### config.mk
export PLATFORM = sky130hd
export DESIGN_NAME = iomem_pwm
export DESIGN_NICKNAME = d
export VERILOG_FILES = /design/src/rtl/iomem_pwm.sv
export SDC_FILE = /design/constraint.sdc
export NUM_CORES = 1
export LEC_CHECK = 0
export BUFFER_PORTS_ARGS = -buffer_cell sky130_fd_sc_hd__buf_4
export CELL_PAD_IN_SITES_DETAIL_PLACEMENT = 1
export CELL_PAD_IN_SITES_GLOBAL_PLACEMENT = 1
export CORE_MARGIN = 1
export CORE_UTILIZATION = 50
export DETAILED_ROUTE_END_ITERATION = 7
export GPL_TIMING_DRIVEN = 0
export PLACE_DENSITY_LB_ADDON = 0.25
export SYNTH_ARGS = -nofsm -noshare
export SYNTH_HDL_FRONTEND = slang
export SYNTH_HIERARCHICAL = 1
export SYNTH_SLANG_ARGS = --single-unit
### constraint.sdc
create_clock -name clk -period 4 [get_ports clk]
set_input_delay 0.8 -clock clk [delete_from_list [all_inputs] [get_ports clk]]
set_output_delay 0.8 -clock clk [all_outputs]
set_load 0.01 [all_outputs]
### src/rtl/iomem_pwm.sv
// PWM slave on the picosoc iomem bus. It owns one shared period counter and NCH duty channels.
// Duty and period updates go through shadow registers, so they only take effect when the counter wraps.

module iomem_pwm_ch #(
  parameter int CNT_W = 16
) (
  input  logic             clk,
  input  logic             resetn,
  input  logic             wr_en,
  input  logic [CNT_W-1:0] wval,
  input  logic             load,
  input  logic             enable,
  input  logic [CNT_W-1:0] count,
  output logic [CNT_W-1:0] duty,
  output logic             pwm
);
  logic [CNT_W-1:0] duty_sh;

  always_ff @(posedge clk or negedge resetn) begin
    if (!resetn) begin
      duty    <= '0;
      duty_sh <= '0;
      pwm     <= 1'b0;
    end else begin
      if (wr_en) duty <= wval;
      if (load)  duty_sh <= duty;
      pwm <= enable && (count < duty_sh);
    end
  end
endmodule

module iomem_pwm #(
  parameter int         NCH       = 8,
  parameter int         CNT_W     = 16,
  parameter logic [7:0] BASE_PAGE = 8'h04
) (
  input  logic           clk,
  input  logic           resetn,
  input  logic           iomem_valid,
  output logic           iomem_ready,
  input  logic [3:0]     iomem_wstrb,
  input  logic [31:0]    iomem_addr,
  input  logic [31:0]    iomem_wdata,
  output logic [31:0]    iomem_rdata,
  output logic [NCH-1:0] pwm_out,
  output logic           period_irq
);
  function automatic logic [CNT_W-1:0] merge_bytes(input logic [CNT_W-1:0] old,
                                                   input logic [31:0] wd,
                                                   input logic [3:0] st);
    logic [CNT_W-1:0] r;
    r = old;
    for (int b = 0; b < CNT_W; b++) if (st[b/8]) r[b] = wd[b];
    return r;
  endfunction

  logic       sel, wr, wr_ctrl, wr_period;
  logic [5:0] off;
  logic       enable, irq_en, irq_pend;
  logic       wrap, load;
  logic [CNT_W-1:0] period, period_sh, count;
  logic [NCH-1:0][CNT_W-1:0] duty_all, duty_wv;
  logic [31:0] rd_mux;
  logic        unused_addr;

  assign unused_addr = ^{iomem_addr[23:8], iomem_addr[1:0]};
  assign off       = iomem_addr[7:2];
  assign sel       = iomem_valid && !iomem_ready && (iomem_addr[31:24] == BASE_PAGE);
  assign wr        = sel && (iomem_wstrb != 4'b0000);
  assign wr_ctrl   = wr && (off == 6'd0);
  assign wr_period = wr && (off == 6'd1);

  // Disabled: shadows track the live registers every cycle, so enabling starts from fresh values.
  assign wrap = enable && (count == period_sh);
  assign load = wrap || !enable;

  always_ff @(posedge clk or negedge resetn) begin
    if (!resetn) begin
      enable    <= 1'b0;
      irq_en    <= 1'b0;
      irq_pend  <= 1'b0;
      period    <= '0;
      period_sh <= '0;
      count     <= '0;
    end else begin
      if (wr_ctrl && iomem_wstrb[0]) begin
        enable <= iomem_wdata[0];
        irq_en <= iomem_wdata[1];
      end
      // A wrap in the same cycle as a clear keeps the pending bit set.
      if (wrap) irq_pend <= 1'b1;
      else if (wr_ctrl && iomem_wstrb[1] && iomem_wdata[8]) irq_pend <= 1'b0;
      if (wr_period) period <= merge_bytes(period, iomem_wdata, iomem_wstrb);
      if (load) period_sh <= period;
      if (!enable || wrap) count <= '0;
      else                 count <= count + CNT_W'(1);
    end
  end

  for (genvar g = 0; g < NCH; g++) begin : g_ch
    assign duty_wv[g] = merge_bytes(duty_all[g], iomem_wdata, iomem_wstrb);
    iomem_pwm_ch #(.CNT_W(CNT_W)) u_ch (
      .clk    (clk),
      .resetn (resetn),
      .wr_en  (wr && (off == 6'(4 + g))),
      .wval   (duty_wv[g]),
      .load   (load),
      .enable (enable),
      .count  (count),
      .duty   (duty_all[g]),
      .pwm    (pwm_out[g])
    );
  end

  always_comb begin
    rd_mux = '0;
    if (off == 6'd0)      rd_mux = {23'b0, irq_pend, 6'b0, irq_en, enable};
    else if (off == 6'd1) rd_mux = 32'(period);
    else if (off == 6'd2) rd_mux = 32'(count);
    for (int i = 0; i < NCH; i++)
      if (off == 6'(4 + i)) rd_mux = 32'(duty_all[i]);
  end

  always_ff @(posedge clk or negedge resetn) begin
    if (!resetn) begin
      iomem_ready <= 1'b0;
      iomem_rdata <= '0;
      period_irq  <= 1'b0;
    end else begin
      iomem_ready <= sel;
      iomem_rdata <= sel ? rd_mux : '0;
      period_irq  <= irq_pend & irq_en;
    end
  end
endmodule

==> results of run 1 <==
## kinds of logic (layout without fill, tap and decap cells)
logic type               after synthesis  count (layout)  synth area share
AND/OR/NAND/NOR                      346             346            0.0918
buffers and inverters                359             489            0.0792
flip-flops                           333             333             0.460
AO/OA/AOI/OAI                        485             485             0.152
other                                  1              18          0.000207
XOR/XNOR                              30              30            0.0145
adder cells (fa/ha/maj)              121             121            0.0836
multiplexers                         191             191             0.118
## cell usage in the layout, fill, tap and decap left out, drive strengths merged, types with 3 or more instances in the layout
master | Yosys | routed
nor3 | 9 | 9
conb | 1 | 16
buf | 41 | 107
o2111a | 4 | 4
a31oi | 3 | 3
mux2i | 21 | 21
ha | 121 | 121
a22oi | 13 | 13
o211ai | 3 | 3
clkinv | 0 | 3
o221ai | 6 | 6
bufinv | 0 | 3
o22ai | 20 | 20
nor4 | 10 | 10
a221oi | 8 | 8
and4 | 10 | 10
a21oi | 64 | 64
or4 | 4 | 4
xor2 | 25 | 25
xnor2 | 5 | 5
o21a | 8 | 8
dfrtp | 333 | 333
a2111oi | 12 | 12
clkbuf | 62 | 120
nand4 | 16 | 16
mux2 | 169 | 169
o41ai | 4 | 4
nand2b | 15 | 15
nand2 | 197 | 197
inv | 256 | 256
nand3 | 15 | 15
a31o | 3 | 3
or3 | 6 | 6
and2 | 4 | 4
nor2 | 41 | 41
o21ai | 321 | 321
a211oi | 7 | 7
and3 | 5 | 5
nor2b | 9 | 9
o31ai | 4 | 4
## report_power, final
| group | switching [uW] | internal, uW |
|---|---|---|
| clock network | 1420 | 2200 |
| registers | 42.7 | 3380 |
| logic | 654 | 219 |
## state kept, by name, indices dropped and copies added, names as in the netlist
register and count:
iomem_ready 1, enable 1, irq_en 1, count 16, g_ch.u_ch/duty 128, g_ch.u_ch/duty_sh 128, iomem_rdata 16, period 16
period_irq 1, g_ch.u_ch/pwm 8, period_sh 16, irq_pend 1
## Yosys cell counts (3+ instances only)
cell,instances
sky130_fd_sc_hd__a2111oi_0,4
sky130_fd_sc_hd__a2111oi_2,8
sky130_fd_sc_hd__a211oi_1,7
sky130_fd_sc_hd__a21oi_1,64
sky130_fd_sc_hd__a221oi_1,8
sky130_fd_sc_hd__a22oi_1,13
sky130_fd_sc_hd__a31oi_1,3
sky130_fd_sc_hd__and2_1,4
sky130_fd_sc_hd__and3_1,5
sky130_fd_sc_hd__and4_1,10
sky130_fd_sc_hd__buf_1,4
sky130_fd_sc_hd__buf_2,21
sky130_fd_sc_hd__buf_4,16
sky130_fd_sc_hd__clkbuf_1,62
sky130_fd_sc_hd__dfrtp_1,333
sky130_fd_sc_hd__ha_1,121
sky130_fd_sc_hd__inv_1,256
sky130_fd_sc_hd__mux2_1,28
sky130_fd_sc_hd__mux2_2,141
sky130_fd_sc_hd__mux2i_1,21
sky130_fd_sc_hd__nand2_1,197
sky130_fd_sc_hd__nand2b_1,15
sky130_fd_sc_hd__nand3_1,13
sky130_fd_sc_hd__nand4_1,16
sky130_fd_sc_hd__nor2_1,41
sky130_fd_sc_hd__nor2b_1,9
sky130_fd_sc_hd__nor3_1,8
sky130_fd_sc_hd__nor4_1,5
sky130_fd_sc_hd__nor4_2,4
sky130_fd_sc_hd__o2111a_1,4
sky130_fd_sc_hd__o211ai_1,3
sky130_fd_sc_hd__o21a_1,8
sky130_fd_sc_hd__o21ai_0,313
sky130_fd_sc_hd__o21ai_1,8
sky130_fd_sc_hd__o221ai_1,6
sky130_fd_sc_hd__o22ai_1,20
sky130_fd_sc_hd__o31ai_1,4
sky130_fd_sc_hd__o41ai_1,4
sky130_fd_sc_hd__or3_4,4
sky130_fd_sc_hd__or4_1,4
sky130_fd_sc_hd__xnor2_1,5
sky130_fd_sc_hd__xor2_1,25
## repair_timing
item                                   CTS  global route
gates resized for setup                  6             3
setup endpoints to repair              130             1
endpoints found under the hold margin    0             0
buffers inserted                         0             0
cloned                                   0             0
## cell type report
cell class | count | area share
Inverter | 256 | 0.0466
Buffer | 103 | 0.0233
Tap cell | 461 | 0.0280
Antenna cell | 2 | 0.000243
Clock buffer | 58 | 0.0568
Multi-Input combinational cell | 1189 | 0.408
Sequential cell | 333 | 0.405
Clock inverter | 6 | 0.00510
Timing Repair Buffer | 66 | 0.0273
## routing by layer
metal	up-vias	track usage	share of wire
met5	-	0	0
met4	0	0.215	0.059
met3	183	0.0606	0.064
met2	606	0.611	0.47
met1	7918	0.496	0.41
li1	6602	-	-
## stage by stage
step	utilization	hold WS, ns	setup TNS [ns]	worst slack (ns)
6_report	0.579	0.261	0	0.0487
5_1_grt	0.579	0.312	0	0.0359
4_1_cts	0.579	0.283	0	0.125
3_5_place_dp	0.543	0.501	-48.95	-0.517
3_3_place_gp	0.540	0.491	-372.72	-1.08
2_1_floorplan	-	0.461	0	0.888
## path summary, 6_finish.rpt
kind	end	startpoint	depth (start not counted)
max	g_ch[5].u_ch/duty_sh[7]	count[3]	10
min	g_ch[2].u_ch/pwm	resetn	1
max reg2reg	g_ch[5].u_ch/duty_sh[7]	count[3]	10
min reg2reg	g_ch[2].u_ch/duty_sh[0]	g_ch[2].u_ch/duty_sh[0]	1
max in group asynchronous	g_ch[7].u_ch/duty_sh[6]	resetn	3
min in group clk	period[7]	iomem_wdata[7]	2
==> metrics.json, run 1 <==
{
  "clk_pin_slew": {"value": 0.06, "unit": "ns"},
  "worst_slew_margin_rel": {"value": 0.137},
  "synth.ff_latch_count": {"value": 333},
  "drt_first_pass_iters": {"value": 5},
  "final-hold-violation-count": {"value": 0},
  "die_w": {"value": 192, "unit": "um"},
  "cts_num_sinks": {"value": 333},
  "worst_pin_slew": {"value": 1.29, "unit": "ns"},
  "report.final.setup_viol": {"value": 0},
  "dp_hpwl": {"value": 48400, "unit": "um"},
  "worst_ep_required": {"value": 4.44, "unit": "ns"},
  "ys_async_sr_fraction": {"value": 1.00},
  "core_region_area": {"value": 0.0356, "unit": "mm^2"},
  "critical_path.n_buffers_inverters": {"value": 4},
  "route.detailed.vias_per_inst": {"value": 6.19},
  "maximum_vdd_ir_drop": {"value": 0.336, "unit": "mV"},
  "slew_violations": {"value": 0},
  "clock-skew-final": {"value": 0.0212, "unit": "ns"},
  "final_layout_size_suffix_gt1_frac": {"value": 0.164},
  "route.detailed.wl_per_inst": {"value": 28.2, "unit": "um"},
  "fin_crit_sh": {"value": 0.988},
  "layout.filler_cells": {"value": 3991},
  "timing.critical_path.slowest_cell_delay": {"value": 0.71, "unit": "ns"},
  "drv.max_cap_violation_count": {"value": 0},
  "nNetsFinal": {"value": 2179},
  "netlist_instances": {"value": 1866},
  "grt_usage": {"value": 0.383},
  "clock_latency_on_the_worst_skew_pair": {"value": 0.53, "unit": "ns"},
  "synth.distinct_cells": {"value": 58},
  "avgSynthCellArea": {"value": 9.70, "unit": "um^2"},
  "gpl.final_weighted_congestion": {"value": 0.996},
  "design.die.area": {"value": 0.0370, "unit": "mm^2"},
  "cts_tree": {"value": "done"},
  "synth_edf_count": {"value": 0},
  "critPathTopFamily": {"value": "buffers and inverters"},
  "maxClockFrequency": {"value": 253, "unit": "MHz"},
  "total_leakage_power": {"value": 0.00945, "unit": "uW"},
  "final_cell_count_no_fill": {"value": 2474},
  "clock-root-buffer": {"value": "sky130_fd_sc_hd__clkbuf_16"},
  "first_pass_grt_wire_length": {"value": 103000, "unit": "um"},
  "yosys_warnings": {"value": 6},
  "synthTopCellsByArea": {"value": "sky130_fd_sc_hd__dfrtp_1 46%, sky130_fd_sc_hd__mux2_2 8.8%, sky130_fd_sc_hd__o21ai_0 8.7%"},
  "port-buffer-count": {"value": 62},
  "ctsLongestPathBuffers": {"value": 3},
  "vias_in_the_first_global_route": {"value": 16200},
  "ys.flop_type": {"value": "sky130_fd_sc_hd__dfrtp_1"},
  "synth_sequential_area_ratio": {"value": 0.460},
  "rsz0062_at_grt": {"value": "false"},
  "totalWireLength": {"value": 69700, "unit": "um"},
  "syn_to_final_growth": {"value": 13.8, "unit": "%"},
  "ioPinCount": {"value": 113},
  "area.sequential": {"value": 0.00834, "unit": "mm^2"},
  "total_power": {"value": 7920, "unit": "uW"},
  "worst-endpoint-arrival": {"value": 4.39, "unit": "ns"},
  "critPathSlowestCell": {"value": "sky130_fd_sc_hd__dfrtp_2"},
  "outcome": {"value": "complete, no violations"},
  "worst_hold_path_type": {"value": "primary input to async pin"},
  "number_of_buffers_created_by_cts": {"value": 38},
  "cts_hold_repair.buffers": {"value": 0},
  "initial_utilization": {"value": 0.509},
  "pin_count_of_the_biggest_net_entering_global_routing": {"value": 101},
  "netlist_area": {"value": 0.0181, "unit": "mm^2"},
  "dr_total_vias": {"value": 15300},
  "htree_levels": {"value": 2},
  "multi_input_comb_area": {"value": 0.00840, "unit": "mm^2"},
  "layout_min_cycle_time": {"value": 3.95, "unit": "ns"},
  "power_density": {"value": 384, "unit": "mW/mm^2"},
  "r2r_setup_slack": {"value": 0.05, "unit": "ns"},
  "grt_antenna_before_repair": {"value": 1},
  "grt-ovfl-total": {"value": 0},
  "critical_path_peak_fanout": {"value": 41},
  "fp.dieH": {"value": 192, "unit": "um"},
  "top_area_cell_type_share_of_the_netlist_area": {"value": 0.460},
  "drtAntennaViolNets": {"value": 0},
  "dpl-instance-area": {"value": 0.0193, "unit": "mm^2"},
  "setup.worst_path.end_class": {"value": "flip-flop"},
  "place.detailed.instances": {"value": 2408},
  "drc_errors": {"value": 0},
  "cp-start-kind": {"value": "flip-flop"},
  "crit_path_cell_trace": {"value": "clkbuf_1, xor2_1, nor4_1, nand4_1, nand2_1, buf_2, buf_6, clkbuf_1, nand2_1, o21ai_0"},
  "rows": {"value": 69},
  "timing.setup.critical_path_class": {"value": "flip-flop to flip-flop"},
  "drt_first_iter_violations": {"value": 1250},
  "post-route-cell-area": {"value": 0.0206, "unit": "mm^2"},
  "synth.largest_area_cell": {"value": "sky130_fd_sc_hd__dfrtp_1"}
}
No activity file was read; power rests on OpenSTA's default activity.
==> inputs of run 2 (changes only) <==
--- a/config.mk
+++ b/config.mk
@@ -12,7 +12,7 @@
 export CORE_UTILIZATION = 50
 export DETAILED_ROUTE_END_ITERATION = 7
 export GPL_TIMING_DRIVEN = 0
-export PLACE_DENSITY_LB_ADDON = 0.25
+export PLACE_DENSITY = 0.81
 export SYNTH_ARGS = -nofsm -noshare
 export SYNTH_HDL_FRONTEND = slang
 export SYNTH_HIERARCHICAL = 1
==> run 2 against run 1 <==
  * Clock skew fell by 0.0038 ns
  * Combinational power decreased by 0.8%
  * Register-to-register slack worse by 0.02 ns
  * Hold slack worse by 0.12 ns
  * Final area shrank 0.21%
  * Die area is the same
  * Cell count about the same
  * Count of clock-buffer cells in the layout shrank 1
  * Clock power fell by 2%
  * Critical path depth is 1 lower
  * Global-route usage increased by 0.52 points
  * Power shrank 1.0%
==> metrics.json, run 2 (synthesized netlist as in run 1, its figures left out) <==
{
  "cts_hold_repair.buffers": {"value": 0},
  "layout_min_cycle_time": {"value": 3.97, "unit": "ns"},
  "worst_slew_margin_rel": {"value": 0.163},
  "pin_count_of_the_biggest_net_entering_global_routing": {"value": 115},
  "drt_first_pass_iters": {"value": 7},
  "total_leakage_power": {"value": 0.00943, "unit": "uW"},
  "hold-worst-slack": {"value": 0.136, "unit": "ns"},
  "nNetsFinal": {"value": 2178},
  "worst-endpoint-arrival": {"value": 4.42, "unit": "ns"},
  "reg.largest.list": {"value": "g_ch.u_ch/duty x128, g_ch.u_ch/duty_sh x128"},
  "final_common_cell": {"value": "sky130_fd_sc_hd__dfrtp_1"},
  "clock_latency_on_the_worst_skew_pair": {"value": 0.55, "unit": "ns"},
  "number_of_buffers_created_by_cts": {"value": 39},
  "fp.dieH": {"value": 192, "unit": "um"},
  "maxClockFrequency": {"value": 252, "unit": "MHz"},
  "htree_levels": {"value": 2},
  "vias_in_the_first_global_route": {"value": 16400},
  "grt-ovfl-total": {"value": 0},
  "cp-start-kind": {"value": "flip-flop"},
  "core_region_area": {"value": 0.0356, "unit": "mm^2"},
  "most-common-layout-cells": {"value": "327 x sky130_fd_sc_hd__dfrtp_1, 313 x sky130_fd_sc_hd__o21ai_0, 256 x sky130_fd_sc_hd__inv_1, 197 x sky130_fd_sc_hd__nand2_1, 141 x sky130_fd_sc_hd__mux2_2"},
  "cts_tree": {"value": "done"},
  "report.final.setup_viol": {"value": 0},
  "crit-reg2reg-capture": {"value": "g_ch[0].u_ch/duty_sh[10]"},
  "r2r_setup_slack": {"value": 0.03, "unit": "ns"},
  "syn_to_final_growth": {"value": 13.6, "unit": "%"},
  "worst_hold_path_type": {"value": "primary input to async pin"},
  "maximum_vdd_ir_drop": {"value": 0.303, "unit": "mV"},
  "drtAntennaViolNets": {"value": 0},
  "slew_violations": {"value": 0},
  "totalWireLength": {"value": 69600, "unit": "um"},
  "first_pass_grt_wire_length": {"value": 104000, "unit": "um"},
  "gpl.final_weighted_congestion": {"value": 0.977},
  "initial_utilization": {"value": 0.509},
  "reg2regPathDepth": {"value": 9},
  "timing.rr.start": {"value": "count[4]"},
  "cts_num_sinks": {"value": 333},
  "final-hold-violation-count": {"value": 0},
  "layout.filler_cells": {"value": 4027},
  "drt_first_iter_violations": {"value": 1341},
  "rows": {"value": 69},
  "clock-skew-final": {"value": 0.0173, "unit": "ns"},
  "outcome": {"value": "complete, no violations"},
  "critical_path_peak_fanout": {"value": 41},
  "timing.setup.critical_path_class": {"value": "flip-flop to flip-flop"},
  "grt_usage": {"value": 0.388},
  "rsz0062_at_grt": {"value": "false"},
  "dp_hpwl": {"value": 48100, "unit": "um"},
  "insertedDiodeCount": {"value": 0},
  "die_w": {"value": 192, "unit": "um"},
  "drc_errors": {"value": 0},
  "setup.worst_path.end_class": {"value": "flip-flop"},
  "worst_pin_slew": {"value": 1.26, "unit": "ns"},
  "ctsLongestPathBuffers": {"value": 3},
  "fin_crit_sh": {"value": 0.992},
  "ioPinCount": {"value": 113},
  "power_density": {"value": 381, "unit": "mW/mm^2"},
  "drv.max_cap_violation_count": {"value": 0},
  "route.detailed.wl_per_inst": {"value": 28.1, "unit": "um"},
  "route.detailed.vias_per_inst": {"value": 6.22},
  "design.die.area": {"value": 0.0370, "unit": "mm^2"},
  "clk_pin_slew": {"value": 0.06, "unit": "ns"},
  "grt_antenna_before_repair": {"value": 3},
  "port-buffer-count": {"value": 62},
  "dr_total_vias": {"value": 15400},
  "worst_ep_required": {"value": 4.45, "unit": "ns"},
  "final_core_util": {"value": 0.578},
  "final_layout_size_suffix_gt1_frac": {"value": 0.165},
  "clock-root-buffer": {"value": "sky130_fd_sc_hd__clkbuf_16"}
}
-- run 2: cell count changes in the layout (fill, tap and decap cells not counted), sizes merged --
cell      previous run  this run
bufinv               3         2
clkinvlp             0         1
clkinv               3         6
inv                256       257
clkbuf             120       117
diode                2         0
-- run 2: layout make-up --
class / count / area (um^2) / share of cell area
buffer: 101 / 473 / 0.0230
clock buffer: 57 / 1140 / 0.0553
clock inverter: 10 / 106 / 0.00517
inverter: 256 / 961 / 0.0467
multi-input combinational: 1189 / 8400 / 0.409
sequential: 333 / 8340 / 0.406
tap: 461 / 577 / 0.0281
timing repair buffer: 66 / 563 / 0.0274
-- run 2: how the worst max path moves through the flow --
stage	startpoint	end	cells past startpoint
after floorplan	iomem_addr[31]	g_ch[5].u_ch/duty[1]	7
after global placement	resetn	g_ch[7].u_ch/pwm	1
after detailed placement	count[3]	g_ch[6].u_ch/duty_sh[5]	9
after CTS	count[3]	g_ch[0].u_ch/duty_sh[10]	10
after global routing	count[2]	g_ch[0].u_ch/duty_sh[10]	10
final	count[4]	g_ch[0].u_ch/duty_sh[10]	9
-- run 2: power breakdown --
group	total, uW	switching (uW)	internal (uW)
Sequential	3430	42.5	3390
Combinational	866	647	219
Clock	3550	1450	2090
Total	7840	2140	5700
-- run 2: critical path, cell delays in order, from the launching register on --
cell and delay (ns):
sky130_fd_sc_hd__dfrtp_1 1.16, sky130_fd_sc_hd__xor2_1 0.19, sky130_fd_sc_hd__nor4_1 0.43, sky130_fd_sc_hd__nand4_1 0.24, sky130_fd_sc_hd__nand2_1 0.24, sky130_fd_sc_hd__buf_2 0.36, sky130_fd_sc_hd__buf_6 0.43, sky130_fd_sc_hd__clkbuf_1 0.47
sky130_fd_sc_hd__nand2_1 0.17, sky130_fd_sc_hd__o21ai_0 0.15
-- run 2: through the flow --
step	worst slack (ns)	instances	TNS [ns]	instance area (um^2)	power, uW
after detailed placement	-0.403	2408	-36.42	19300	4320
after floorplan	0.888	1881	0	18200	3910
after CTS	0.115	2475	0	20600	7860
after global placement	-1.05	2404	-367.56	19200	4280
after global routing	0.0164	2473	0	20600	8050
final	0.0325	2473	0	20600	7840
-- run 2: routing by layer --
layer | part of all wire | up-vias | track usage | wire length (um)
met1 | 0.39 | 7854 | 0.483 | 27400
met2 | 0.47 | 649 | 0.624 | 32400
met3 | 0.069 | 261 | 0.0655 | 4800
li1 | - | 6603 | - | -
met5 | 0.00047 | - | 0 | 33
met4 | 0.070 | 4 | 0.252 | 4860
-- run 2: repair_timing --
item | 4_1_cts | 5_1_grt
resized for setup | 6 | 4
buffers inserted | 0 | 0
gates cloned | 0 | 0
setup endpoints to repair | 136 | 5
